[src/rtl/cache_miss_ctrl_pkg.sv]
// Shared definitions for the cache miss controller: default widths,
// FSM state encodings and the data pattern returned on a memory timeout.
package cache_miss_ctrl_pkg;

    // Default widths and limits.
    localparam int DEF_ADDR_WIDTH  = 8;
    localparam int DEF_DATA_WIDTH  = 8;
    localparam int DEF_MEM_TIMEOUT = 64;
    localparam int DEF_STAT_WIDTH  = 8;

    // Widest data path supported by the timeout pattern below.
    localparam int MAX_DATA_WIDTH  = 64;

    // FSM state encodings.
    localparam logic [2:0] ST_IDLE   = 3'd0;
    localparam logic [2:0] ST_LOOKUP = 3'd1;
    localparam logic [2:0] ST_CHECK  = 3'd2;
    localparam logic [2:0] ST_MEM_RD = 3'd3;
    localparam logic [2:0] ST_MEM_WR = 3'd4;
    localparam logic [2:0] ST_FILL   = 3'd5;
    localparam logic [2:0] ST_RESP   = 3'd6;

    // Read data reported to the CPU when backing memory never answers.
    localparam logic [MAX_DATA_WIDTH-1:0] ERR_DATA = {MAX_DATA_WIDTH{1'b1}};

endpackage

[src/rtl/cache_miss_ctrl_sat_counter.sv]
// Saturating up-counter used for the read hit and read miss statistics.
// It stops at all ones and never wraps back to zero.
module sat_counter
    import cache_miss_ctrl_pkg::*;
#(
    parameter int WIDTH = DEF_STAT_WIDTH
) (
    input  logic             clk,
    input  logic             rst,
    input  logic             inc,
    output logic [WIDTH-1:0] count
);

    logic [WIDTH-1:0] count_q;
    logic [WIDTH-1:0] count_d;
    logic             at_max;

    assign at_max = (count_q == {WIDTH{1'b1}});

    // Next count: step by one unless already saturated.
    always_comb begin
        count_d = count_q;
        if (inc && !at_max) begin
            count_d = count_q + WIDTH'(1);
        end else begin
            count_d = count_q;
        end
    end

    // Count register with synchronous reset.
    always_ff @(posedge clk) begin
        if (rst) begin
            count_q <= {WIDTH{1'b0}};
        end else begin
            count_q <= count_d;
        end
    end

    assign count = count_q;

endmodule

[src/rtl/cache_miss_ctrl.sv]
// Memory-access controller between the CPU data port, the lookup cache and
// backing RAM. Reads are looked up in the cache, misses are fetched from
// memory and filled; writes go through to memory and update the cache.
// Memory accesses are bounded by a timeout that reports an error to the CPU.
module cache_miss_ctrl
    import cache_miss_ctrl_pkg::*;
#(
    parameter int ADDR_WIDTH  = DEF_ADDR_WIDTH,
    parameter int DATA_WIDTH  = DEF_DATA_WIDTH,
    parameter int MEM_TIMEOUT = DEF_MEM_TIMEOUT,
    parameter int STAT_WIDTH  = DEF_STAT_WIDTH
) (
    input  logic                  clk,
    input  logic                  rst,
    // CPU port
    input  logic                  cpu_req,
    input  logic                  cpu_we,
    input  logic [ADDR_WIDTH-1:0] cpu_addr,
    input  logic [DATA_WIDTH-1:0] cpu_wdata,
    output logic [DATA_WIDTH-1:0] cpu_rdata,
    output logic                  cpu_ack,
    output logic                  cpu_err,
    // Cache port
    output logic [ADDR_WIDTH-1:0] cache_addr,
    output logic                  cache_we,
    output logic [DATA_WIDTH-1:0] cache_wdata,
    input  logic [DATA_WIDTH-1:0] cache_rdata,
    input  logic                  cache_hit,
    // Backing memory port
    output logic                  mem_req,
    output logic                  mem_we,
    output logic [ADDR_WIDTH-1:0] mem_addr,
    output logic [DATA_WIDTH-1:0] mem_wdata,
    input  logic [DATA_WIDTH-1:0] mem_rdata,
    input  logic                  mem_ack,
    // Statistics
    output logic [STAT_WIDTH-1:0] hit_cnt,
    output logic [STAT_WIDTH-1:0] miss_cnt
);

    // The timeout counter must be able to hold MEM_TIMEOUT itself.
    localparam int TW = $clog2(MEM_TIMEOUT + 1);
    localparam logic [TW-1:0] TMO_MAX = TW'(MEM_TIMEOUT);

    logic [2:0]            state_q,  state_d;
    logic                  we_q,     we_d;
    logic [ADDR_WIDTH-1:0] addr_q,   addr_d;
    logic [DATA_WIDTH-1:0] wdata_q,  wdata_d;
    logic [TW-1:0]         tmo_q,    tmo_d;
    logic [DATA_WIDTH-1:0] rdata_q,  rdata_d;
    logic [DATA_WIDTH-1:0] fill_q,   fill_d;
    logic                  err_q,    err_d;
    logic                  ack_q,    ack_d;
    logic                  cwe_q,    cwe_d;
    logic                  mreq_q,   mreq_d;
    logic                  mwe_q,    mwe_d;
    logic                  hit_inc;
    logic                  miss_inc;
    logic                  tmo_expired;

    // The counter holds MEM_TIMEOUT in the last cycle of a memory wait.
    assign tmo_expired = (tmo_q == TMO_MAX);

    // Next-state and next-output logic. Outputs are computed one cycle ahead
    // so that every port is driven straight from a register.
    always_comb begin
        state_d  = state_q;
        we_d     = we_q;
        addr_d   = addr_q;
        wdata_d  = wdata_q;
        tmo_d    = tmo_q;
        rdata_d  = rdata_q;
        fill_d   = fill_q;
        err_d    = err_q;
        ack_d    = 1'b0;
        cwe_d    = 1'b0;
        mreq_d   = 1'b0;
        mwe_d    = 1'b0;
        hit_inc  = 1'b0;
        miss_inc = 1'b0;
        case (state_q)
            ST_IDLE: begin
                if (cpu_req) begin
                    we_d    = cpu_we;
                    addr_d  = cpu_addr;
                    wdata_d = cpu_wdata;
                    if (cpu_we) begin
                        state_d = ST_MEM_WR;
                        tmo_d   = {TW{1'b0}};
                        mreq_d  = 1'b1;
                        mwe_d   = 1'b1;
                    end else begin
                        state_d = ST_LOOKUP;
                    end
                end else begin
                    state_d = ST_IDLE;
                end
            end
            ST_LOOKUP: begin
                // The cache registers cache_addr at the end of this cycle.
                state_d = ST_CHECK;
            end
            ST_CHECK: begin
                if (cache_hit) begin
                    rdata_d = cache_rdata;
                    hit_inc = 1'b1;
                    ack_d   = 1'b1;
                    state_d = ST_RESP;
                end else begin
                    miss_inc = 1'b1;
                    tmo_d    = {TW{1'b0}};
                    mreq_d   = 1'b1;
                    state_d  = ST_MEM_RD;
                end
            end
            ST_MEM_RD, ST_MEM_WR: begin
                // An acknowledge in the expiry cycle still completes normally.
                if (mem_ack) begin
                    if (state_q == ST_MEM_RD) begin
                        rdata_d = mem_rdata;
                        fill_d  = mem_rdata;
                    end else begin
                        fill_d  = wdata_q;
                    end
                    cwe_d   = 1'b1;
                    state_d = ST_FILL;
                end else if (tmo_expired) begin
                    err_d   = 1'b1;
                    rdata_d = ERR_DATA[DATA_WIDTH-1:0];
                    ack_d   = 1'b1;
                    state_d = ST_RESP;
                end else begin
                    tmo_d   = tmo_q + TW'(1);
                    mreq_d  = 1'b1;
                    mwe_d   = (state_q == ST_MEM_WR);
                    state_d = state_q;
                end
            end
            ST_FILL: begin
                ack_d   = 1'b1;
                state_d = ST_RESP;
            end
            ST_RESP: begin
                // The error flag only qualifies the single ack cycle.
                err_d   = 1'b0;
                state_d = ST_IDLE;
            end
            default: begin
                err_d   = 1'b0;
                state_d = ST_IDLE;
            end
        endcase
    end

    // State and output registers with synchronous reset; a reset in the
    // middle of a transaction simply abandons it.
    always_ff @(posedge clk) begin
        if (rst) begin
            state_q <= ST_IDLE;
            we_q    <= 1'b0;
            addr_q  <= {ADDR_WIDTH{1'b0}};
            wdata_q <= {DATA_WIDTH{1'b0}};
            tmo_q   <= {TW{1'b0}};
            rdata_q <= {DATA_WIDTH{1'b0}};
            fill_q  <= {DATA_WIDTH{1'b0}};
            err_q   <= 1'b0;
            ack_q   <= 1'b0;
            cwe_q   <= 1'b0;
            mreq_q  <= 1'b0;
            mwe_q   <= 1'b0;
        end else begin
            state_q <= state_d;
            we_q    <= we_d;
            addr_q  <= addr_d;
            wdata_q <= wdata_d;
            tmo_q   <= tmo_d;
            rdata_q <= rdata_d;
            fill_q  <= fill_d;
            err_q   <= err_d;
            ack_q   <= ack_d;
            cwe_q   <= cwe_d;
            mreq_q  <= mreq_d;
            mwe_q   <= mwe_d;
        end
    end

    // Read hit statistics.
    sat_counter #(.WIDTH(STAT_WIDTH)) u_hit_cnt (
        .clk   (clk),
        .rst   (rst),
        .inc   (hit_inc),
        .count (hit_cnt)
    );

    // Read miss statistics.
    sat_counter #(.WIDTH(STAT_WIDTH)) u_miss_cnt (
        .clk   (clk),
        .rst   (rst),
        .inc   (miss_inc),
        .count (miss_cnt)
    );

    // The captured address serves lookup, fill and memory access alike.
    assign cpu_rdata   = rdata_q;
    assign cpu_ack     = ack_q;
    assign cpu_err     = err_q;
    assign cache_addr  = addr_q;
    assign cache_we    = cwe_q;
    assign cache_wdata = fill_q;
    assign mem_req     = mreq_q;
    assign mem_we      = mwe_q;
    assign mem_addr    = addr_q;
    assign mem_wdata   = wdata_q;

    // The captured direction is kept for debug visibility only.
    logic unused_we;
    assign unused_we = we_q;

endmodule

[config.mk]
export PLATFORM = sky130hd
export DESIGN_NAME = cache_miss_ctrl
export DESIGN_NICKNAME = d
export VERILOG_FILES = /design/src/rtl/cache_miss_ctrl_pkg.sv /design/src/rtl/cache_miss_ctrl_sat_counter.sv /design/src/rtl/cache_miss_ctrl.sv
export SDC_FILE = /design/constraint.sdc
export NUM_CORES = 1
export LEC_CHECK = 0
export CAP_MARGIN = 20
export CORE_ASPECT_RATIO = 0.9
export CORE_MARGIN = 2
export CORE_UTILIZATION = 30
export DETAILED_ROUTE_END_ITERATION = 16
export PLACE_DENSITY_LB_ADDON = 0.12
export SLEW_MARGIN = 20
export SYNTH_ARGS = -nofsm -noshare
export SYNTH_HDL_FRONTEND = slang
export SYNTH_SLANG_ARGS = --single-unit
[constraint.sdc]
create_clock -name clk -period 3.8 [get_ports clk]
set_input_delay 0.76 -clock clk [delete_from_list [all_inputs] [get_ports clk]]
set_output_delay 0.76 -clock clk [all_outputs]
set_load 0.05 [all_outputs]
---- Word-level counts from Yosys, hierarchy flattened ----
Cells that the tools add are included.
operators by class
  $add $sub $neg .......................... 3
  multipliers ............................. 0
  divide/modulo/power cells ............... 0
  magnitude comparators ................... 0
  equal/unequal tests ..................... 17
  shifts and indexed selects .............. 0
  multiplexer cells ....................... 37
  bitwise operators ....................... 2
  reductions and logical operators ........ 15
operator list
  operator                                                          number
  8-bit 2-to-1 mux                                                  5
  7-bit 2-to-1 mux                                                  5
  7-bit one-hot mux with 3 select lines                             1
  8-bit by 1-bit adder with 8-bit output (second input constant)    2
  8-bit == test (second input constant)                             2
  8-bit one-hot mux with 2 select lines                             1
  1-bit 2-to-1 mux                                                  15
  3-bit 2-to-1 mux                                                  5
  3-bit one-hot mux with 5 select lines                             1
  2-bit inequality test (second input constant)                     7
  7-bit by 1-bit adder with 7-bit output (second input constant)    1
  7-bit == test (second input constant)                             1
  3-bit by 2-bit == test with 1-bit output (second input constant)  2
  3-bit == test (second input constant)                             2
  3-bit inequality test (second input constant)                     2
  1-bit one-hot mux with 3 select lines                             2
  6-bit AND reduction                                               1
  1-bit one-hot mux with 2 select lines                             2
  2-bit AND reduction                                               2
  4-bit AND reduction                                               1
  2-bit OR reduction                                                2
  4-bit OR reduction                                                1
  3-bit by 1-bit == test with 1-bit output (second input constant)  1
  3-bit zero test                                                   1
  6 further kinds                                                   9
storage, ports and cells
  register bits after elaboration ......... 63
  bits in latches ......................... 0
  bits in writable memories ............... 0
  ROM bits ................................ 0
  input bits .............................. 38
  output and inout port bits .............. 61
  word-level logic and storage cells ...... 87
  memories kept ........................... 0

---- Longest topological paths before layout ----
  depth in word-level cells ............... 4
  gate-level depth with buffers ........... 7
  depth with buffers taken out ............ 6

---- Modules after synthesis ----
Synthesis repeated with hierarchy kept, for this count alone.
second synthesis, totals
  cell total of the unflattened synthesis .. 371
  area, all modules ....................... 3141.8 sq um
by module, submodules not included
  module           times used  cells an instance  area each (sq um)  seq. area each (sq um)
  cache_miss_ctrl  1           283                2248.4             940.9
  sat_counter      2           44                 446.7              160.2

---- Worst setup path after synthesis ----
OpenSTA, ideal clock, no wires.
  path kind ............................... input-to-reg
  from .................................... input cache_hit
  to ...................................... register u_miss_cnt.count_q[7] (netlist: u_miss_cnt.count[7])
  data arrival time ....................... 1.999 ns
  required time ........................... 3.684 ns
  path slack .............................. 1.685 ns
  stages on the path ...................... 4
  buffers on the path ..................... 0
  path through ............................ nor4b_1 -> and4b_1 -> a21oi_1 -> a31o_2
between the ends
  longest elaborated chain between the ends .. 3
RTL lines
  what                  RTL line                           source
  start, declared       cache_miss_ctrl.sv:28              input logic cache_hit,
  1-bit 2-to-1 mux      cache_miss_ctrl.sv:104             if (cache_hit) begin
  1-bit 2-to-1 mux      cache_miss_ctrl.sv:81              case (state_q)
  1-bit logical AND     cache_miss_ctrl_sat_counter.sv:23  if (inc && !at_max) begin
  end signal, assigned  cache_miss_ctrl_sat_counter.sv:33  count_q <= {WIDTH{1'b0}};
  end signal, assigned  cache_miss_ctrl_sat_counter.sv:35  count_q <= count_d;
  end, declared         cache_miss_ctrl_sat_counter.sv:14  logic [WIDTH-1:0] count_q;
No other way between the ends.
A chain may end at the register's enable or synchronous reset.

---- Final worst setup path ----
  from .................................... register state_q[1]
  to ...................................... register tmo_q[5]
between the ends
  longest elaborated chain between the ends .. 4
  elaborated cells between the ends (all ways) .. 13
  classes of those cells .................. eq/ne (8); mux (1); reduce/logical (4)
RTL lines
  what                                                                                 RTL line                source
  start, declared                                                                      cache_miss_ctrl.sv:45   logic [2:0] state_q, state_d;
  start signal, assigned                                                               cache_miss_ctrl.sv:172  state_q <= state_d;
  3-bit by 2-bit == test with 1-bit output / 3-bit == test (equally long branches)     cache_miss_ctrl.sv:81
  2-bit OR reduction                                                                   cache_miss_ctrl.sv:81
  2-bit inequality test (no source line) / 3-bit nonzero test (equally long branches)  --
  6-bit AND reduction (no source line)                                                 --
  end signal, assigned                                                                 cache_miss_ctrl.sv:163  tmo_q <= {TW{1'b0}};
  end signal, assigned                                                                 cache_miss_ctrl.sv:176  tmo_q <= tmo_d;
  end, declared                                                                        cache_miss_ctrl.sv:49   logic [TW-1:0] tmo_q, tmo_d;
Several ways; a longest one is shown, not always the timed one.

==> results summary <==
The DRC marker count from the first detailed-route iteration is 154. TritonCTS built the clock tree. The worst hold path belongs to the class reg2reg. The number of remaining DRC errors is 0. The count of max-cap constraint violations came out at 0. The number of global-route vias before repair is 2728. The worst setup path is of the reg2reg kind.

The slack of the worst reg-to-reg path is 1.15 ns. The floorplan step set the die height to 99.5 um. The normalized max-slew margin is 49.8%.

The post-synthesis instance area is 0.00304 mm2. The H-tree depth reported by CTS is 3. The critical path's slowest cell is dfxtp_1. The largest clock skew in the final design is 0.00901 ns. By area, the combinational part of the netlist is dominated by simple AND/OR/NAND/NOR gates. The required time at the endpoint of the critical path is 4.06 ns. The area share of xor/xnor cells in the synthesized design is 2.88%.

The leakage power total is 0.00151 uW. The initial antenna violation count came to 0. Entering global routing, the biggest net connects 32 pins. The top-area cell type share of the netlist area is 41.5%.

VDD sags by at most 0.180 mV. The worst reg-to-reg path cell count is 4. The area taken by multi-input logic gates came out at 0.00161 mm2. The cell count after synthesis came out at 364. The number of nets in the synthesized netlist came out at 406. By area the synthesized netlist is led by dfxtp_1 (42%), nand2_1 (8.2%), a21oi_1 (4.9%). The residual antenna-violating net count after detailed routing came out at 0. Once layout is complete, the utilization of the core stands at 43.9%. The last weighted congestion value of the routability-driven placer came out at 0.820. The primary flip-flop cell chosen by synthesis mapping is dfxtp_1. The largest stage delay on the critical path is 0.76 ns. Summed over all layers, the routed wires come to 8.58 mm.

The initial utilization of the core area, before any placement, comes to 31.2%. The half-perimeter wire length of the detailed placement result came out at 6.09 mm. Setup slack on the critical path of the routed design comes to 1.15 ns. The category of the worst setup path capture point is a flip-flop.

The termination of the worst setup path is tmo_q[5]. The worst register-to-register path ends at tmo_q[5]. The floorplan step defined a die boundary enclosing 0.0109 mm2. The Yosys warning count came out at 0. The total number of vias came out at 2885. Dividing the synthesized area by the synthesized cell count gives 8.35 um2. The compound-cell area share of the yosys netlist came out at 20.7%.

Setup repair after global routing left no endpoint under its margin. The multiplexer share of the synthesized area came out at 3.62%. The clock network latency to the later pin of the worst-skew pair is 0.35 ns. The share of synthesized cell area in and, or, nand and nor gates is 23.9%. The worst path in the final design needs a cycle of 2.65 ns, including I/O delays and setup. The sum of overflow across all layers after global routing came out at 0.

The final number of hold-violating endpoints is 0. The number of buffers inserted by port buffering is 98. The count of nets after finishing is 489. The sequential area share after synthesis is 41.5%. The number of diodes added for antenna fixing is 0. Gates resized during post-CTS repair numbered 0. The total design power came out at 2010 uW.

The first-pass iteration count of the detailed router is 4. In this run the power density over the cells is 470 mW/mm2. The area taken by flip-flops and latches is 0.00126 mm2. Data arrives at the worst endpoint at 2.91 ns. Dividing the detail-routed via count by the number of cells gives 4.99. The all-layer global routing usage came out at 16.5%. The die span in x came out at 110 um. During I/O placement, the number of pins put on the boundary was 99. dfxtp_1 takes more of the synthesized area than any other cell. In this run the deepest clock path goes through 2 buffers. The distinct cell type count of the synthesized netlist came out at 51. The global-route wire length before repair is 13.9 mm. The total clock sinks is 63. The sum of negative setup slack is 0 ns. The average wire per standard cell came out at 14.8 um. The number of buffers inserted by post-CTS setup repair is 0.

The count of fill cells added during filler insertion is 1014. Buffers inserted during clock tree synthesis total 9. The max-slew violation total from the final report came out at 0. The core footprint is 0.00974 mm2. The share of the clock period used by the worst path after layout came out at 69.6%.

The fraction of layout cells with a size suffix above 1 came out at 6.42%. The post-placement worst setup slack is 1.02 ns. In the synthesized netlist the async set-or-reset flop fraction comes to 0%. The slew at the pin closest to its max-slew limit is 0.743 ns. The highest clock rate is 378 MHz. The launching element of the worst setup path is state_q[1]. The synthesized-area fraction occupied by adder cells is 1.65%.

The post-synthesis register bit count came out at 63. The biggest fanout along the worst timing path came out at 22. The CTS clock-pin slew for the worst setup and hold paths came out at 0.07 ns. The count of hold-fix buffers inserted at cts is 0. The layout overhead on the synthesized area is 40.7%. In this run the critical register-to-register path is launched from state_q[1].

The flow ran to the end, and the final reports show no timing, DRC or antenna violations. The number of synthesized flops with an enable pin is 0. The type of element launching the critical path is a flip-flop. Traced cell by cell, the critical path runs through nand3b_1, a221o_1, or4_1, o221ai_1. The number of cell rows is 34. The root buffer cell is clkbuf_8.

Setup violations remaining at the end of the flow were counted as 0.
==> layer usage <==
layer / global-route usage (%) / vias up / wire length [um]
li1: - / 1466 / -
met1: 22.9 / 1312 / 4180
met2: 23.0 / 99 / 3460
met3: 6.95 / 8 / 852
met4: 5.45 / 0 / 80
met5: 0 / - / 0
==> cells in the final DEF (no fill, tap or decap), types with 3 or more instances in the layout <==
cell type	instances
nand4_1	3
nor3_1	3
nand2b_1	13
clkbuf_8	12
nand3_1	6
and2_1	3
nand2_1	66
mux2i_1	11
a21oi_1	30
and3_1	4
inv_1	6
a311oi_1	10
buf_4	5
o21ai_0	8
xor2_1	10
o22ai_1	6
o211ai_1	4
ha_1	4
a31oi_1	5
dfxtp_1	63
a211oi_1	5
clkdlybuf4s50_1	97
nor2_1	26
o32ai_1	3
a211o_1	6
nor4b_1	3
==> synthesized netlist by cell type (3+ instances only) <==
cell      instances
a211o_1           6
a211oi_1          5
a21oi_1          30
a311oi_1         10
a31oi_1           5
and2_1            3
and3_1            4
buf_4             8
clkbuf_1         21
dfxtp_1          63
ha_1              4
inv_1             6
mux2i_1          11
nand2_1          66
nand2b_1         13
nand3_1           6
nand4_1           3
nor2_1           26
nor3_1            3
nor4b_1           4
o211ai_1          4
o21ai_0           8
o22ai_1           6
o32ai_1           3
xor2_1           10
==> flip-flops by register name, summed over array words and instances (netlist names), 3 cells and up <==
name / count
cache_addr: 8
cache_wdata: 8
cpu_rdata: 8
mem_wdata: 8
state_q: 3
tmo_q: 7
u_hit_cnt.count: 8
u_miss_cnt.count: 8
==> cells by family after synthesis <==
group | count (synthesis)
muxes | 11
buffers and inverters | 38
xor gates and xnor gates | 10
adders and majority gates | 4
DFF | 63
and+or+nand+nor | 146
AOI/OAI and AO/OA | 92
==> stage by stage <==
stage               cell area, um2  instances  hold WS (ns)
global placement              4070        562         0.452
CTS                           4280        578         0.472
detailed placement            4070        562         0.462
floorplan                     3040        364         0.465
global route                  4280        578         0.493
finish                        4280        578         0.466
==> report_power, final <==
part	switching [uW]	leakage [uW]	internal, uW
sequential	50.7	0.000512	717
clock	263	0.000109	355
combinational	392	0.000890	232
==> worst min-delay path by stage <==
stage	endpoint	from	slack, ns	depth (start not counted)
6_report	cpu_rdata[5]	cpu_rdata[5]	0.47	2
2_1_floorplan	tmo_q[1]	tmo_q[1]	0.47	2
5_1_grt	cpu_rdata[2]	cpu_rdata[2]	0.49	2
3_5_place_dp	cpu_rdata[4]	cpu_rdata[4]	0.46	2
4_1_cts	cpu_rdata[4]	cpu_rdata[4]	0.47	2
3_3_place_gp	cpu_rdata[4]	cpu_rdata[4]	0.45	2
==> critical path: cells and delay by family, from the launching register on <==
family,cells,cell delay (ns)
flip-flops,1,0.76
AND/OR/NAND/NOR,2,1.13
AO/OA/AOI/OAI,2,0.67
==> cell type report <==
type | count | area share (%)
timing repair buffer | 103 | 23.7
sequential | 63 | 29.5
inverter | 7 | 0.615
clock inverter | 3 | 0.936
clock buffer | 13 | 3.95
multi-input combinational | 263 | 37.6
tap | 126 | 3.69
Note: power is estimated with default switching activity, not from simulation.
==> edit 1, RTL diff (same settings) <==
Reset style: asynchronous (`rst`), changed in 2 clocked blocks. Comments in the files are not updated.
--- a/src/rtl/cache_miss_ctrl_sat_counter.sv
+++ b/src/rtl/cache_miss_ctrl_sat_counter.sv
@@ -29,5 +29,5 @@
 
     // Count register with synchronous reset.
-    always_ff @(posedge clk) begin
+    always_ff @(posedge clk or posedge rst) begin
         if (rst) begin
             count_q <= {WIDTH{1'b0}};
--- a/src/rtl/cache_miss_ctrl.sv
+++ b/src/rtl/cache_miss_ctrl.sv
@@ -155,5 +155,5 @@
     // State and output registers with synchronous reset; a reset in the
     // middle of a transaction simply abandons it.
-    always_ff @(posedge clk) begin
+    always_ff @(posedge clk or posedge rst) begin
         if (rst) begin
             state_q <= ST_IDLE;
Behaviour: differs if rst is asserted again (counterexample within 4 cycles, from zero or initial values and one cycle with rst high); with rst held inactive, the same outputs for 10 cycles.
==> edit 1 against the original RTL <==
  * Sequential cell count unchanged
  * Synthesized area decreased by 2.1%
  * Design area decreased by 0.18%
  * Setup slack improved by 0.25 ns
  * Die area decreased by 2.0%
  * Cell count decreased by 14%
  * Count of clock-buffer cells in the layout unchanged
  * Global-route usage decreased by 2.3 points
  * Wire length decreased by 15%
  * Register-to-register slack improved by 0.45 ns
  * First-iteration DRC count decreased by 55%
  * Via count decreased by 20%
Power is not compared: it rests on default switching activity, and its combinational part moved more than twofold at a synthesized area within 25%.
==> edit 1: results (changes against the original RTL) <==
Cell Count, Final, Fillers Out: 495 (-14%)
Commonest cells post-synth: dfrtp_1, inv_1, mux2_2
Status: finished clean
DR iter-0 viols: 70 (-55%)
H-tree depth: 3 (unchanged)
Register area share after synthesis: 53.0% (+11 points)
First-pass GRT wire length: 11.8 mm (-15%)
Slew HR: 51.4% (+1.6 points)
Max incr delay on CP: 0.84 ns (+0.08 ns)
Synth area leaders: dfrtp_1, mux2_2, mux2i_1
Data arrival, critical path: 1.63 ns (-1.28 ns)
Sw Pwr: 1.97 mW
Nets: 406 (-17%)
Clock skew: 0.00762 ns (-0.00139 ns)
Via density: 4.66 (-6.6%)
R2R Setup Slk: 1.60 ns (+0.45 ns)
Share of layout cells above drive strength 1: 11.9% (+5.5 points)
Post-CTS Setup Inserts: 0 (unchanged)
CP max FO: 5 (-77%)
Vias in the first global route: 2314 (-15%)
GPL Wtd Cong: 0.775 (-5.5%)
Gr usage total: 14.3% (-2.3 points)
Drt wl/cell: 14.8 µm (-0.18%)
Family with the most delay on the worst path: buffers and inverters
Largest net degree at the start of global routing: 33 (+3.1%)
Asr flop ratio synth: 100% (+100 points)
DP HPWL: 5.21 mm (-14%)
Slowest cell on the critical path: clkdlybuf4s50_1
Post-Syn Nets: 312 (-23%)
Root Driver: clkbuf_8
Synth cell types: 40 (-22%)
Mapped Cells: 270 (-26%)
Placed insts: 479 (-15%)
N_diodes: 0 (unchanged)
-- edit 1: cell types whose count changed in the layout (fill, tap and decap cells not counted), moves of 6 or more --
cell      before  now
mux2i_1       11   17
nand2_1       66   17
mux2_2         0   18
a21oi_1       30    4
dfxtp_1       63    0
a211o_1        6    0
nand2b_1      13    2
nand3_1        6   14
a311oi_1      10    0
inv_1          6   21
nor2_1        26    9
dfrtp_1        0   63
-- edit 1: logic make-up after synthesis --
logic type               count (synthesis)  share of synthesized area (%)
AO/OA/AOI/OAI                           45                           9.47
AND/OR/NAND/NOR                         69                           12.7
XOR/XNOR                                14                           4.12
flip-flops                              63                           53.0
buffers and inverters                   40                           6.48
multiplexers                            35                           12.5
adder cells (fa/ha/maj)                  4                           1.68
-- edit 1: power groups by stage --
| stage | logic [mW] | registers, mW | clock network (mW) |
|---|---|---|---|
| floorplan | 0.857 | 1.94 | 0 |
| global placement | 2.29 | 1.21 | 0 |
| detailed placement | 2.30 | 1.21 | 0 |
| CTS | 2.30 | 1.20 | 0.692 |
| global route | 2.41 | 1.25 | 0.717 |
| finish | 2.28 | 1.20 | 0.662 |
-- edit 1: through the flow --
stage          setup slack [ns]  instance area, µm²  hold WS [ns]
2_1_floorplan              1.47                2970         0.546
3_3_place_gp               1.33                4040         0.461
3_5_place_dp               1.29                4040         0.474
4_1_cts                    1.38                4270         0.496
5_1_grt                    1.34                4270         0.507
6_report                   1.41                4270         0.492
-- edit 1: layer usage --
| metal | GRT usage (%) | share of wire (%) | up-vias |
|---|---|---|---|
| met5 | 0 | 0 | - |
| met4 | 5.33 | 1.5 | 0 |
| met1 | 19.8 | 48 | 1106 |
| met3 | 4.70 | 6.2 | 9 |
| li1 | - | - | 1131 |
| met2 | 20.6 | 45 | 61 |
-- edit 1: area by class of cell --
| type | instances | area, µm² |
|---|---|---|
| repair buffers | 101 | 1020 |
| clock buffers | 13 | 159 |
| flip-flops and latches | 63 | 1580 |
| well taps | 126 | 158 |
| inverters | 22 | 82.6 |
| clock inverters | 3 | 65.1 |
| fillers | 925 | 5390 |
| multi-input cells | 167 | 1210 |
-- edit 1: worst paths after layout --
| kind | start | to | cells past startpoint |
|---|---|---|---|
| worst min-delay path | cache_wdata[7]$_DFFE_PP0P_ | cache_wdata[7]$_DFFE_PP0P_ | 2 |
| max in group asynchronous | rst | cpu_rdata[3]$_DFFE_PP0P_ | 3 |
| min in group asynchronous | rst | cache_addr[3]$_DFFE_PP0P_ | 2 |
| worst max register to register | state_q[0]$_DFFE_PP0N_ | cpu_rdata[3]$_DFFE_PP0P_ | 3 |
| worst min register to register | cache_wdata[7]$_DFFE_PP0P_ | cache_wdata[7]$_DFFE_PP0P_ | 2 |
| worst max-delay path | u_miss_cnt.count[6]$_DFFE_PP0P_ | miss_cnt[6] | 1 |
==> edit 2, RTL diff (same flow settings) <==
Without the edit above. Set the package constant `DEF_DATA_WIDTH` to 10 (it was 8).
--- a/src/rtl/cache_miss_ctrl_pkg.sv
+++ b/src/rtl/cache_miss_ctrl_pkg.sv
@@ -5,5 +5,5 @@
     // Default widths and limits.
     localparam int DEF_ADDR_WIDTH  = 8;
-    localparam int DEF_DATA_WIDTH  = 8;
+    localparam int DEF_DATA_WIDTH  = 10;
     localparam int DEF_MEM_TIMEOUT = 64;
     localparam int DEF_STAT_WIDTH  = 8;
Ports: changed (6 resized); port bits go from 99 to 111. No check against the original RTL was run, so the function may have changed too.
==> edit 2 against the original RTL <==
  * Design area rose by 9.2%
  * Count of clock-buffer cells in the layout fell by 1
  * Clock power rose by 49%
  * Synthesized cell count rose by 3.0%
  * Power rose by 21%
  * Setup slack improved by 0.060 ns
  * Fmax rose by 2.3%
  * Sequential cell count rose by 6
  * Combinational power rose by 5.8%
  * Wire length rose by 6.2%
  * Synthesized area rose by 7.2%
  * Critical endpoint is now cache_wdata[3]$_SDFFE_PP0P_
  * Largest power group is now clock
==> edit 2: results (changes against the original RTL) <==
H-tree depth: 3 (unchanged)
Clock skew: 0.00603 ns (-0.00298 ns)
EDFF count, synth: 0 (unchanged)
I/O Buffers: 110 (+12%)
Status: finished clean
Hold Path Depth: 2 (unchanged)
DR iter-0 viols: 90 (-42%)
Largest net degree at the start of global routing: 56 (+75%)
Worst reg2reg startpoint: state_q[0]$_SDFFE_PP0N_
Commonest cells post-synth: nand2_1, dfxtp_1, nor2_1
Synth cell types: 57 (+12%)
DP HPWL: 6.29 mm (+3.4%)
DR vias: 2979 (+3.3%)
First-pass GRT wire length: 14.2 mm (+1.5%)
Worst-Margin Slew: 0.972 ns (+0.230 ns)
Share of layout cells above drive strength 1: 7.42% (+1.0 points)
Post-Syn Nets: 423 (+4.2%)
Hold Crit Endpoint: cpu_rdata[3]$_SDFFE_PP0P_
Slowest cell on the critical path: a21oi_2
Register area share after synthesis: 42.4% (+0.91 points)
Yosys warns: 0 (unchanged)
Root Driver: clkbuf_16
R2R Setup Slk: 1.21 ns (+0.06 ns)
CP max FO: 21 (-4.5%)
Peak supply drop: 244 µV (+36%)
Reg-to-reg critical path endpoint: cache_wdata[3]$_SDFFE_PP0P_
Min-delay src: cpu_rdata[3]$_SDFFE_PP0P_
Drt wl/cell: 15.0 µm (+1.4%)
Max incr delay on CP: 0.82 ns (+0.06 ns)
Synth area leaders: dfxtp_1, nand2_1, a21oi_1
Gr usage total: 15.5% (-1.0 points)
Data arrival, critical path: 2.82 ns (-0.09 ns)
Dpl cell area: 4340 µm² (+6.8%)
Vias in the first global route: 2772 (+1.6%)
Pre-antenna DRT Iters: 4 (unchanged)
Nets: 515 (+5.3%)
GPL Wtd Cong: 0.821 (+0.12%)
Leakage: 1.70 nW (+12%)
Clock Latency Late Sink: 0.33 ns (-0.02 ns)
## edit 2: changes by cell type after synthesis, moves of 6 or more
cell      delta
nor2_1       +8
clkbuf_1    -11
nand2_1     +17
dfxtp_1      +6
o221ai_1     +9
nand2b_1    -11
## edit 2: logic make-up (layout without fill, tap and decap cells)
family | count (synthesis) | in the layout | share of synthesized area, %
multiplexers | 13 | 13 | 4.00
flip-flops | 69 | 69 | 42.4
XOR/XNOR | 12 | 12 | 3.23
AND/OR/NAND/NOR | 158 | 158 | 24.0
buffers and inverters | 36 | 133 | 6.65
adder cells (fa/ha/maj) | 4 | 4 | 1.54
AO/OA/AOI/OAI | 83 | 83 | 18.1
## edit 2: worst max-delay path: cells and delay by family (launching register included)
family | cells | cell delay (ns)
compound gates | 2 | 1.10
simple gates | 2 | 0.66
flops | 1 | 0.72
## edit 2: cell type report
class | count | area (µm²)
Multi-Input combinational cell | 270 | 1660
Clock buffer | 12 | 256
Tap cell | 133 | 166
Inverter | 4 | 15.0
Clock inverter | 4 | 70.1
Timing Repair Buffer | 113 | 1120
Fill cell | 1068 | 6050
Sequential cell | 69 | 1380
## edit 2: how the worst max path moves through the flow
stage               slack [ns]               startpoint                           to  depth (start not counted)
floorplan                 1.94                      rst    cpu_rdata[5]$_SDFFE_PP0P_                          4
global placement          1.19                  mem_ack  cache_wdata[6]$_SDFFE_PP0P_                          5
detailed placement        1.12                  mem_ack  cache_wdata[7]$_SDFFE_PP0P_                          5
CTS                       1.24  state_q[0]$_SDFFE_PP0N_  cache_wdata[7]$_SDFFE_PP0P_                          4
global route              0.89  state_q[0]$_SDFFE_PP0N_  cache_wdata[3]$_SDFFE_PP0P_                          4
finish                    1.21  state_q[0]$_SDFFE_PP0N_  cache_wdata[3]$_SDFFE_PP0P_                          4
## edit 2: power by group
group / total, mW / switching [mW] / internal (mW)
registers: 0.853 / 0.0680 / 0.785
logic: 0.660 / 0.422 / 0.238
clock network: 0.923 / 0.315 / 0.608
total: 2.44 / 0.805 / 1.63
## edit 2: routing by layer
metal,global-route usage (%),vias up,routed length (µm),part of all wire (%)
met2,23.2,74,3900,43
met3,5.17,12,518,5.7
met4,5.63,0,165,1.8
li1,-,1516,-,-
met1,20.9,1377,4520,50
met5,0,-,0,0
## edit 2: through the flow
step	util (%)	power (mW)	setup slack, ns	instances	hold slack, ns
after floorplan	-	1.32	1.94	375	0.455
after global placement	40.5	1.52	1.19	589	0.446
after detailed placement	40.5	1.53	1.12	589	0.456
after CTS	43.6	2.46	1.24	605	0.467
after global routing	43.6	2.54	0.892	605	0.485
final	43.6	2.44	1.21	605	0.463
